**src/rtl/flame_sequencer.sv**
```systemverilog
// Bomb fuse and flame animation sequencer.
// Tracks fuse frames, then plays a 9-step flame sprite sequence.
module flame_sequencer #(
  parameter int unsigned FUSE_FRAMES = 120,
  parameter int unsigned ANIM_DIV    = 6,
  parameter logic [9:0]  PARK_POS    = 10'd1000
) (
  input  logic       clk,
  input  logic       rst,
  input  logic       frame_tick,
  input  logic       drop,
  input  logic [9:0] drop_x,
  input  logic [9:0] drop_y,
  output logic       bomb_active,
  output logic       flame_active,
  output logic [9:0] flame_centerX,
  output logic [9:0] flame_centerY,
  output logic [2:0] sprite_num,
  output logic       done
);

  typedef enum logic [1:0] {
    IDLE,
    ARMED,
    EXPLODE
  } state_t;

  localparam logic [7:0] FUSE_INIT = 8'(FUSE_FRAMES);
  localparam logic [3:0] HOLD_LAST = 4'(ANIM_DIV - 1);
  localparam logic [9:0] MAX_X     = 10'd768;
  localparam logic [9:0] MAX_Y     = 10'd568;

  state_t     state_q, state_d;
  logic [7:0] fuse_q, fuse_d;
  logic [3:0] hold_q, hold_d;
  logic [3:0] step_q, step_d;
  logic [9:0] pos_x_q, pos_x_d;
  logic [9:0] pos_y_q, pos_y_d;
  logic       fin;

  logic [9:0] tile_x, tile_y;
  logic [9:0] snap_x, snap_y;

  logic       bomb_d, flame_d;
  logic [9:0] cx_d, cy_d;
  logic [2:0] spr_d;

  assign tile_x = {drop_x[9:5], 5'd0};
  assign tile_y = {drop_y[9:5], 5'd0};
  assign snap_x = (tile_x > MAX_X) ? MAX_X : tile_x;
  assign snap_y = (tile_y > MAX_Y) ? MAX_Y : tile_y;

  always_ff @(posedge clk or posedge rst) begin
    if (rst) begin
      state_q <= IDLE;
      fuse_q  <= '0;
      hold_q  <= '0;
      step_q  <= '0;
      pos_x_q <= '0;
      pos_y_q <= '0;
    end else begin
      state_q <= state_d;
      fuse_q  <= fuse_d;
      hold_q  <= hold_d;
      step_q  <= step_d;
      pos_x_q <= pos_x_d;
      pos_y_q <= pos_y_d;
    end
  end

  // done is still high in the first IDLE cycle, which masks a drop there
  always_comb begin
    state_d = state_q;
    fuse_d  = fuse_q;
    hold_d  = hold_q;
    step_d  = step_q;
    pos_x_d = pos_x_q;
    pos_y_d = pos_y_q;
    fin     = 1'b0;
    unique case (state_q)
      IDLE: begin
        if (drop && !done) begin
          pos_x_d = snap_x;
          pos_y_d = snap_y;
          fuse_d  = FUSE_INIT;
          state_d = ARMED;
        end
      end
      ARMED: begin
        if (frame_tick) begin
          fuse_d = fuse_q - 8'd1;
          if (fuse_q == 8'd1) begin
            state_d = EXPLODE;
            step_d  = '0;
            hold_d  = '0;
          end
        end
      end
      EXPLODE: begin
        if (frame_tick) begin
          if (hold_q == HOLD_LAST) begin
            hold_d = '0;
            if (step_q == 4'd8) begin
              state_d = IDLE;
              step_d  = '0;
              fin     = 1'b1;
            end else begin
              step_d = step_q + 4'd1;
            end
          end else begin
            hold_d = hold_q + 4'd1;
          end
        end
      end
      default: state_d = IDLE;
    endcase
  end

  // Outputs are decoded from next state so the registers line up with state_q
  always_comb begin
    bomb_d  = (state_d == ARMED);
    flame_d = (state_d == EXPLODE);
    cx_d    = PARK_POS;
    cy_d    = PARK_POS;
    spr_d   = '0;
    if (state_d == EXPLODE) begin
      cx_d  = pos_x_d;
      cy_d  = pos_y_d;
      spr_d = (step_d <= 4'd4) ? step_d[2:0] : 3'(4'd8 - step_d);
    end
  end

  always_ff @(posedge clk or posedge rst) begin
    if (rst) begin
      bomb_active   <= 1'b0;
      flame_active  <= 1'b0;
      flame_centerX <= PARK_POS;
      flame_centerY <= PARK_POS;
      sprite_num    <= '0;
      done          <= 1'b0;
    end else begin
      bomb_active   <= bomb_d;
      flame_active  <= flame_d;
      flame_centerX <= cx_d;
      flame_centerY <= cy_d;
      sprite_num    <= spr_d;
      done          <= fin;
    end
  end

endmodule
```
**config.mk**
```make
export PLATFORM = sky130hd
export DESIGN_NAME = flame_sequencer
export DESIGN_NICKNAME = d
export VERILOG_FILES = /design/src/rtl/flame_sequencer.sv
export SDC_FILE = /design/constraint.sdc
export NUM_CORES = 1
export LEC_CHECK = 0
export CORE_AREA = 2 2 71 90
export CTS_CLUSTER_DIAMETER = 50
export DETAILED_ROUTE_END_ITERATION = 7
export DIE_AREA = 0 0 73 92
export PLACE_DENSITY_LB_ADDON = 0.15
export SLEW_MARGIN = 20
export SYNTH_ARGS = -nofsm -noshare
export SYNTH_HDL_FRONTEND = slang
export SYNTH_SLANG_ARGS = --single-unit
```
**constraint.sdc**
```tcl
create_clock -name clk -period 2.7 [get_ports clk]
set_input_delay 0.81 -clock clk [delete_from_list [all_inputs] [get_ports clk]]
set_output_delay 0.81 -clock clk [all_outputs]
set_load 0.05 [all_outputs]
```
==> results.txt, run 1 <==
----------------------------------------------------
[Detailed routing]
  1st-pass router iterations ... 4
  Routed vias ... around 2,000
  Total length of routed wires ... ~5.2 mm
  Ratio of routed vias to standard cells ... 5.13
  Wire length per cell after detailed routing ... 13.6 um
  Number of nets with antenna violations after routing ... 0
  DR DRC count ... 0
  Number of design-rule violations left by the first detailed-router iteration ... 57

[GRT]
  Via count of the first global-routing pass ... about 2,000
  Tot GR Track Use ... 17.5%
  Initial antenna violation count ... 0
  Total global routing overflow ... 0
  Largest net degree at the start of global routing ... 65
  Wire length of the first global-routing pass ... between 8 and 9 mm

[Die]
  Die outline height ... 92 um
  Core region area ... 5970 um2
  Starting density of the core ... 46.7%
  Rows ... 32
  Num ports ... 50
  Horizontal die dimension ... ~73 um
  DIE AREA ... 6720 um2

[Worst setup path]
  Data required time of the critical path ... roughly 1.9 ns
  Worst path bufs/invs ... 1
  CP arrival ... approximately 1.7 ns
  Type of destination of the critical path ... primary output
  Register-to-Register Setup Slack ... 0.46 ns
  Crit path kind ... flop to primary output
  Cell family with the largest share of critical-path delay ... buffers and inverters
  Critical path peak fanout ... 1
  Critical-path top delay cell ... clkdlybuf4s50_1
  Startpoint type of the worst setup path ... flop
  Highest cell delay on the worst timing path ... 0.81 ns
  List of cells traversed by the critical path ... clkdlybuf4s50_1

[Layout]
  Fraction of layout instances using a drive strength above 1 ... around 18%
  Growth of design area from synthesis to finish ... 26.2%
  Final Instance Count excl. Fillers ... 380
  Total Nets Final ... 342
  Final instance area ... 3520 um2
  Diodes inserted ... 0
  Count of fill cells added during filler insertion ... 504

[Pwr]
  Fraction of power consumed by sequential logic ... 44.8%
  Sw Pwr ... ~0.81 mW
  Share of power burned in combinational logic ... 23.2%
  Reported leakage power ... around 1.6 nW
  Power Internal ... about 1.8 mW
  Worst IR drop on VDD ... around 0.43 mV
  Power density relative to cell area ... 741 nW/um2
  Clock Power Share ... 32.1%
  Fraction of power spent switching nets ... 31.1%

[Flow run]
  Number of maximum-capacitance violations ... 0

[Synth]
  Cell area after synthesis ... 2790 um2
  Net count after synthesis ... ~290
  Count of mapped cells out of synthesis ... about 250
  Sequential cell area fraction in the yosys report ... 58.0%
  Async S/R FF share, synth ... 100%
  Synthesized flop and latch total ... 64
  Most used flip-flop cell after synthesis ... dfrtp_1
  Number of flops mapped to enable cells by yosys ... 0
  YS warnings ... 0
  Syn Area/Cell ... around 11 um2
  Number of library cell types mapped by synthesis ... approximately 50

[Place]
  DP Cell Count ... 364
  Final Wtd Congestion ... 0.803
  Worst setup slack after placement ... -0.135 ns
  Placed instance area ... 3320 um2
  Number of buffer cells added on primary ports ... 39
  HPWL Detailed ... 3.49 mm

[Clock tree]
  Number of clock sinks ... 64
  Count of hold-fix buffers inserted at cts ... 0
  Clock buffer depth ... 2
  Clock buffer count from CTS ... 9
  Clock transition at path regs ... 0.07 ns
  Root Driver ... clkbuf_8
  Clk_lat worst skew ... 0.34 ns
  Post-cts sizing count ... 0
  H-tree levels ... 3
  Post-CTS repair timing setup buffer count ... 0
  Clock tree from TritonCTS ... built

[Worst hold path]
  HP Class ... flop to flop

[STA]
  Tcrit/Tclk final ... 91.6%
  Number of max-slew violations in the final report ... 0
  Final-report setup violation count ... 0
  Worst-margin pin slew ... 0.514 ns
  Final critical-path required period ... 2.47 ns
  Relative slew slack ... 65.6%
  Worst setup skew after layout ... 0.00635 ns
  PnR worst setup slack ... ~0.23 ns
  Final hold violation count ... 0
  RSZ-0062 raised after global routing ... no
  Achievable clock frequency ... between 0.4 and 0.5 GHz

[Outcome]
  Status ... finished, final reports clean

----------------------------------------------------
==> per-stage QoR <==
stage / power, mW / hold WS, ns / TNS, ns / util, %
2_1_floorplan: 1.60 / 0.427 / 0 / -
6_report: 2.61 / 0.459 / 0 / 59.0
5_1_grt: 2.77 / 0.492 / 0 / 59.0
4_1_cts: 2.64 / 0.466 / 0 / 59.0
3_3_place_gp: 1.78 / 0.441 / -0.651 / 55.6
3_5_place_dp: 1.79 / 0.449 / -0.810 / 55.6
==> cell usage after synthesis, drive strengths merged, types with 2 or more instances <==
library cell,count,area share (%)
a21o,3,0.85
a21oi,6,1.3
a22o,3,0.99
and2,9,2.0
buf,3,0.99
clkbuf,6,0.81
dfrtp,52,47
dfstp,12,11
ha,11,4.9
inv,14,1.9
mux2i,2,0.72
nand2,40,5.6
nand2b,2,0.45
nand3,12,2.2
nand3b,6,2.1
nor2,11,1.5
nor2b,10,2.2
nor3,2,0.36
o21ai,14,2.6
o31ai,4,1.1
or2,9,2.0
xnor2,5,1.6
==> cells in the final DEF, fill, tap and decap left out, types with 2 or more instances in the layout <==
master / n
xnor2_1: 5
nor3_1: 2
nand2b_1: 2
clkbuf_8: 10
or2_1: 8
nor2_1: 11
buf_4: 11
nor2b_1: 10
o31ai_1: 4
nand3b_1: 5
ha_1: 11
a22o_1: 2
clkdlybuf4s50_1: 39
o21ai_0: 13
dfstp_2: 12
nand2_1: 38
clkinvlp_4: 3
nand3_1: 12
mux2i_1: 2
a21oi_2: 2
dfrtp_1: 52
a21oi_1: 4
a21o_1: 2
inv_1: 12
nand2_2: 2
inv_2: 2
and2_1: 9
==> metal layers <==
layer	vias up	wire, um	global-route usage, %
met2	38	2510	27.2
li1	954	-	-
met4	0	97	9.72
met1	947	2350	21.5
met3	11	210	4.95
met5	-	0	0
==> power groups by stage <==
stage          logic [mW]  clock network [mW]  registers (mW)
4_1_cts             0.611               0.856            1.17
5_1_grt             0.688               0.895            1.19
6_report            0.604               0.837            1.17
3_3_place_gp        0.596                   0            1.18
2_1_floorplan       0.405                   0            1.20
3_5_place_dp        0.605                   0            1.19
==> cell families after synthesis <==
logic type	after synthesis	synth area share (%)
muxes	3	1.12
xor gates and xnor gates	6	1.88
DFF	64	58.0
adders and majority gates	11	4.93
and+or+nand+nor	112	21.7
buffers and inverters	23	3.68
AOI/OAI and AO/OA	35	8.70
==> path summary, 6_finish.rpt <==
kind / depth (start not counted) / from / to
min in group asynchronous: 3 / rst / sprite_num[0]$_DFF_PP0_
max in group asynchronous: 3 / rst / flame_centerY[8]$_DFF_PP1_
min: 2 / pos_y_q[8]$_DFF_PP0_ / pos_y_q[8]$_DFF_PP0_
max: 1 / flame_centerX[7]$_DFF_PP1_ / flame_centerX[7]
max reg2reg: 8 / fuse_q[3]$_DFFE_PP0P_ / sprite_num[1]$_DFF_PP0_
min reg2reg: 2 / pos_y_q[8]$_DFF_PP0_ / pos_y_q[8]$_DFF_PP0_
==> layout make-up <==
type,instances,area (um2),share of cell area [%]
flip-flops and latches,64,1620,45.9
multi-input cells,167,1070,30.4
repair buffers,51,493,14.0
clock buffers,10,138,3.91
well taps,68,85.1,2.42
clock inverters,6,66.3,1.88
inverters,14,52.6,1.49
==> flip-flops by register name, summed over array words and instances (netlist names) <==
name	count
bomb_active	1
done	1
flame_active	1
flame_centerX	10
flame_centerY	10
fuse_q	8
hold_q	4
pos_x_q	10
pos_y_q	10
sprite_num	3
state_q	2
step_q	4
Power figures use the tool's default switching activity.
==> run 2: changes to the inputs <==
- CORE_AREA: 2 2 71 90 -> 2 2 86 108
- DIE_AREA: 0 0 73 92 -> 0 0 88 110
==> run 2 against run 1 <==
Register-to-register slack about the same. Count of clock-buffer cells in the layout down 1. Via count shrank 1.1%. Sequential share of layout area fell by 1.7 points. Worst hold slack better by 0.0038 ns. Fmax shrank 0.38%. Flip-flop and latch count unchanged. Utilization shrank 17 points. Clock power increased by 13%. Routed wire length increased by 8.7%. Critical path depth unchanged. Clock skew hardly changed. Highest routed layer unchanged.
==> results.txt, run 2 (synthesis results as in run 1) <==
----------------------------------------------------
[Outcome]
  Status ... finished, final reports clean (unchanged)

[STA]
  RSZ-0062 raised after global routing ... no (unchanged)
  Worst setup skew after layout ... 0.00613 ns (was 0.00635 ns)
  Tcrit/Tclk final ... 92.0% (was 91.6%)
  Final critical-path required period ... 2.48 ns (was 2.47 ns)
  Final-report setup violation count ... 0 (unchanged)
  Number of max-slew violations in the final report ... 0 (unchanged)
  Achievable clock frequency ... 0.403 GHz (was 0.404 GHz)
  Worst-margin pin slew ... 0.536 ns (was 0.514 ns)
  Relative slew slack ... 64.1% (was 65.6%)
  Final hold violation count ... 0 (unchanged)

[Flow run]
  Number of maximum-capacitance violations ... 0 (unchanged)

[Worst setup path]
  Critical R2R Capture ... sprite_num[1]$_DFF_PP0_ (unchanged)
  Critical path peak fanout ... 1 (unchanged)
  List of cells traversed by the critical path ... clkdlybuf4s50_1 (unchanged)
  Destination of the critical timing path ... flame_centerX[8] (was flame_centerX[7])
  Type of destination of the critical path ... primary output (unchanged)
  Data required time of the critical path ... 1.89 ns (about the same)
  Worst path bufs/invs ... 1 (unchanged)
  Register-to-Register Setup Slack ... 0.47 ns (was 0.46 ns)
  Startpoint type of the worst setup path ... flop (unchanged)
  Crit path kind ... flop to primary output (unchanged)
  Critical-path top delay cell ... clkdlybuf4s50_1 (unchanged)
  Worst R2R Start ... fuse_q[2]$_DFFE_PP0P_ (was fuse_q[3]$_DFFE_PP0P_)
  Stages on worst setup path ... 1 (unchanged)
  Cell family with the largest share of critical-path delay ... buffers and inverters (unchanged)
  Highest cell delay on the worst timing path ... 0.81 ns (about the same)
  R2R depth ... 8 (unchanged)
  CP arrival ... 1.67 ns (was 1.66 ns)
  Critical path launch point ... flame_centerX[8]$_DFF_PP1_ (was flame_centerX[7]$_DFF_PP1_)

[Layout]
  Leading cell type in the layout, fill and taps excluded ... dfrtp_1 (unchanged)
  Most used cells in the layout excluding fill and tap cells ... dfrtp_1, clkdlybuf4s50_1, nand2_1, o21ai_0 (unchanged)
  Total Nets Final ... 345 (was 342)
  Growth of design area from synthesis to finish ... 31.2% (was 26.2%)
  Final Instance Count excl. Fillers ... 435 (was 380)
  Diodes inserted ... 0 (unchanged)
  Final core area utilization ... 42.5% (was 59.0%)
  Fraction of layout instances using a drive strength above 1 ... 18.4% (was 17.6%)

[Clock tree]
  Clock buffer depth ... 2 (unchanged)
  Clk_lat worst skew ... 0.34 ns (about the same)
  Root Driver ... clkbuf_8 (unchanged)
  Post-CTS repair timing setup buffer count ... 0 (unchanged)
  Clock tree from TritonCTS ... built (unchanged)
  H-tree levels ... 3 (unchanged)
  Number of clock sinks ... 64 (unchanged)
  Clock transition at path regs ... 0.08 ns (was 0.07 ns)
  Clock buffer count from CTS ... 9 (unchanged)
  Post-cts sizing count ... 0 (unchanged)
  Count of hold-fix buffers inserted at cts ... 0 (unchanged)

[Die]
  Rows ... 38 (was 32)
  Horizontal die dimension ... 88 um (was 73 um)
  Core region area ... 8610 um2 (was 5970 um2)
  Num ports ... 50 (unchanged)
  Die outline height ... 110 um (was 92 um)
  Starting density of the core ... 32.4% (was 46.7%)
  DIE AREA ... 9680 um2 (was 6720 um2)

[Detailed routing]
  Total length of routed wires ... 5.61 mm (was 5.16 mm)
  Number of nets with antenna violations after routing ... 0 (unchanged)
  1st-pass router iterations ... 5 (was 4)
  Ratio of routed vias to standard cells ... 4.43 (was 5.13)
  DR DRC count ... 0 (unchanged)
  Routed vias ... 1,929 (was 1,950)
  Number of design-rule violations left by the first detailed-router iteration ... 73 (was 57)
  Wire length per cell after detailed routing ... 12.9 um (was 13.6 um)

[Place]
  HPWL Detailed ... 3.89 mm (was 3.49 mm)
  DP Cell Count ... 419 (was 364)
  Number of buffer cells added on primary ports ... 39 (unchanged)
  Final Wtd Congestion ... 0.701 (was 0.803)

[GRT]
  Via count of the first global-routing pass ... 2,076 (was 1,987)
  Largest net degree at the start of global routing ... 50 (was 65)
  Initial antenna violation count ... 0 (unchanged)
  Wire length of the first global-routing pass ... 9.71 mm (was 8.83 mm)
  Total global routing overflow ... 0 (unchanged)
  Tot GR Track Use ... 13.4% (was 17.5%)

[Worst hold path]
  HP Class ... flop to flop (unchanged)

[Pwr]
  Reported leakage power ... 1.67 nW (was 1.63 nW)
  Worst IR drop on VDD ... 0.403 mV (was 0.432 mV)
  Power density relative to cell area ... 740 nW/um2 (was 741 nW/um2)

----------------------------------------------------
-- run 2: stage by stage --
stage                     setup TNS [ns]  worst slack (ns)  cell area [um2]  hold WS (ns)  power [mW]
after global placement            -0.774            -0.136             3430         0.442        1.78
after CTS                              0             0.187             3660         0.467        2.75
after floorplan                        0             0.312             2790         0.427        1.60
final                                  0             0.217             3660         0.463        2.71
after detailed placement          -0.711            -0.142             3430         0.448        1.79
after global routing                   0            0.0801             3660         0.489        2.90
-- run 2: metal layers --
metal  GRT usage, %  up-vias  wire [um]
met4           5.60        0         95
met1           16.5      930       2520
li1               -      962          -
met5              0        -          0
met2           21.5       29       2780
met3           4.54        8        212
-- run 2: worst min path at each step --
stage / to / start / depth (start not counted) / slack [ns]
floorplan: pos_y_q[6]$_DFF_PP0_ / pos_y_q[6]$_DFF_PP0_ / 2 / 0.43
global placement: pos_y_q[8]$_DFF_PP0_ / pos_y_q[8]$_DFF_PP0_ / 2 / 0.44
detailed placement: pos_y_q[8]$_DFF_PP0_ / pos_y_q[8]$_DFF_PP0_ / 2 / 0.45
CTS: pos_y_q[8]$_DFF_PP0_ / pos_y_q[8]$_DFF_PP0_ / 2 / 0.47
global route: pos_y_q[6]$_DFF_PP0_ / pos_y_q[6]$_DFF_PP0_ / 2 / 0.49
finish: pos_y_q[8]$_DFF_PP0_ / pos_y_q[8]$_DFF_PP0_ / 2 / 0.46
-- run 2: report_power, final --
group / total [mW] / internal, mW / switching, mW
registers: 1.17 / 1.10 / 0.0691
clock network: 0.944 / 0.530 / 0.414
logic: 0.597 / 0.244 / 0.353
-- run 2: cell type report --
| type | instances | area, um2 |
|---|---|---|
| multi-input combinational | 167 | 1070 |
| sequential | 64 | 1620 |
| inverter | 14 | 52.6 |
| clock buffer | 9 | 124 |
| clock inverter | 7 | 105 |
| timing repair buffer | 54 | 541 |
| tap | 120 | 150 |
| fill | 861 | 4950 |
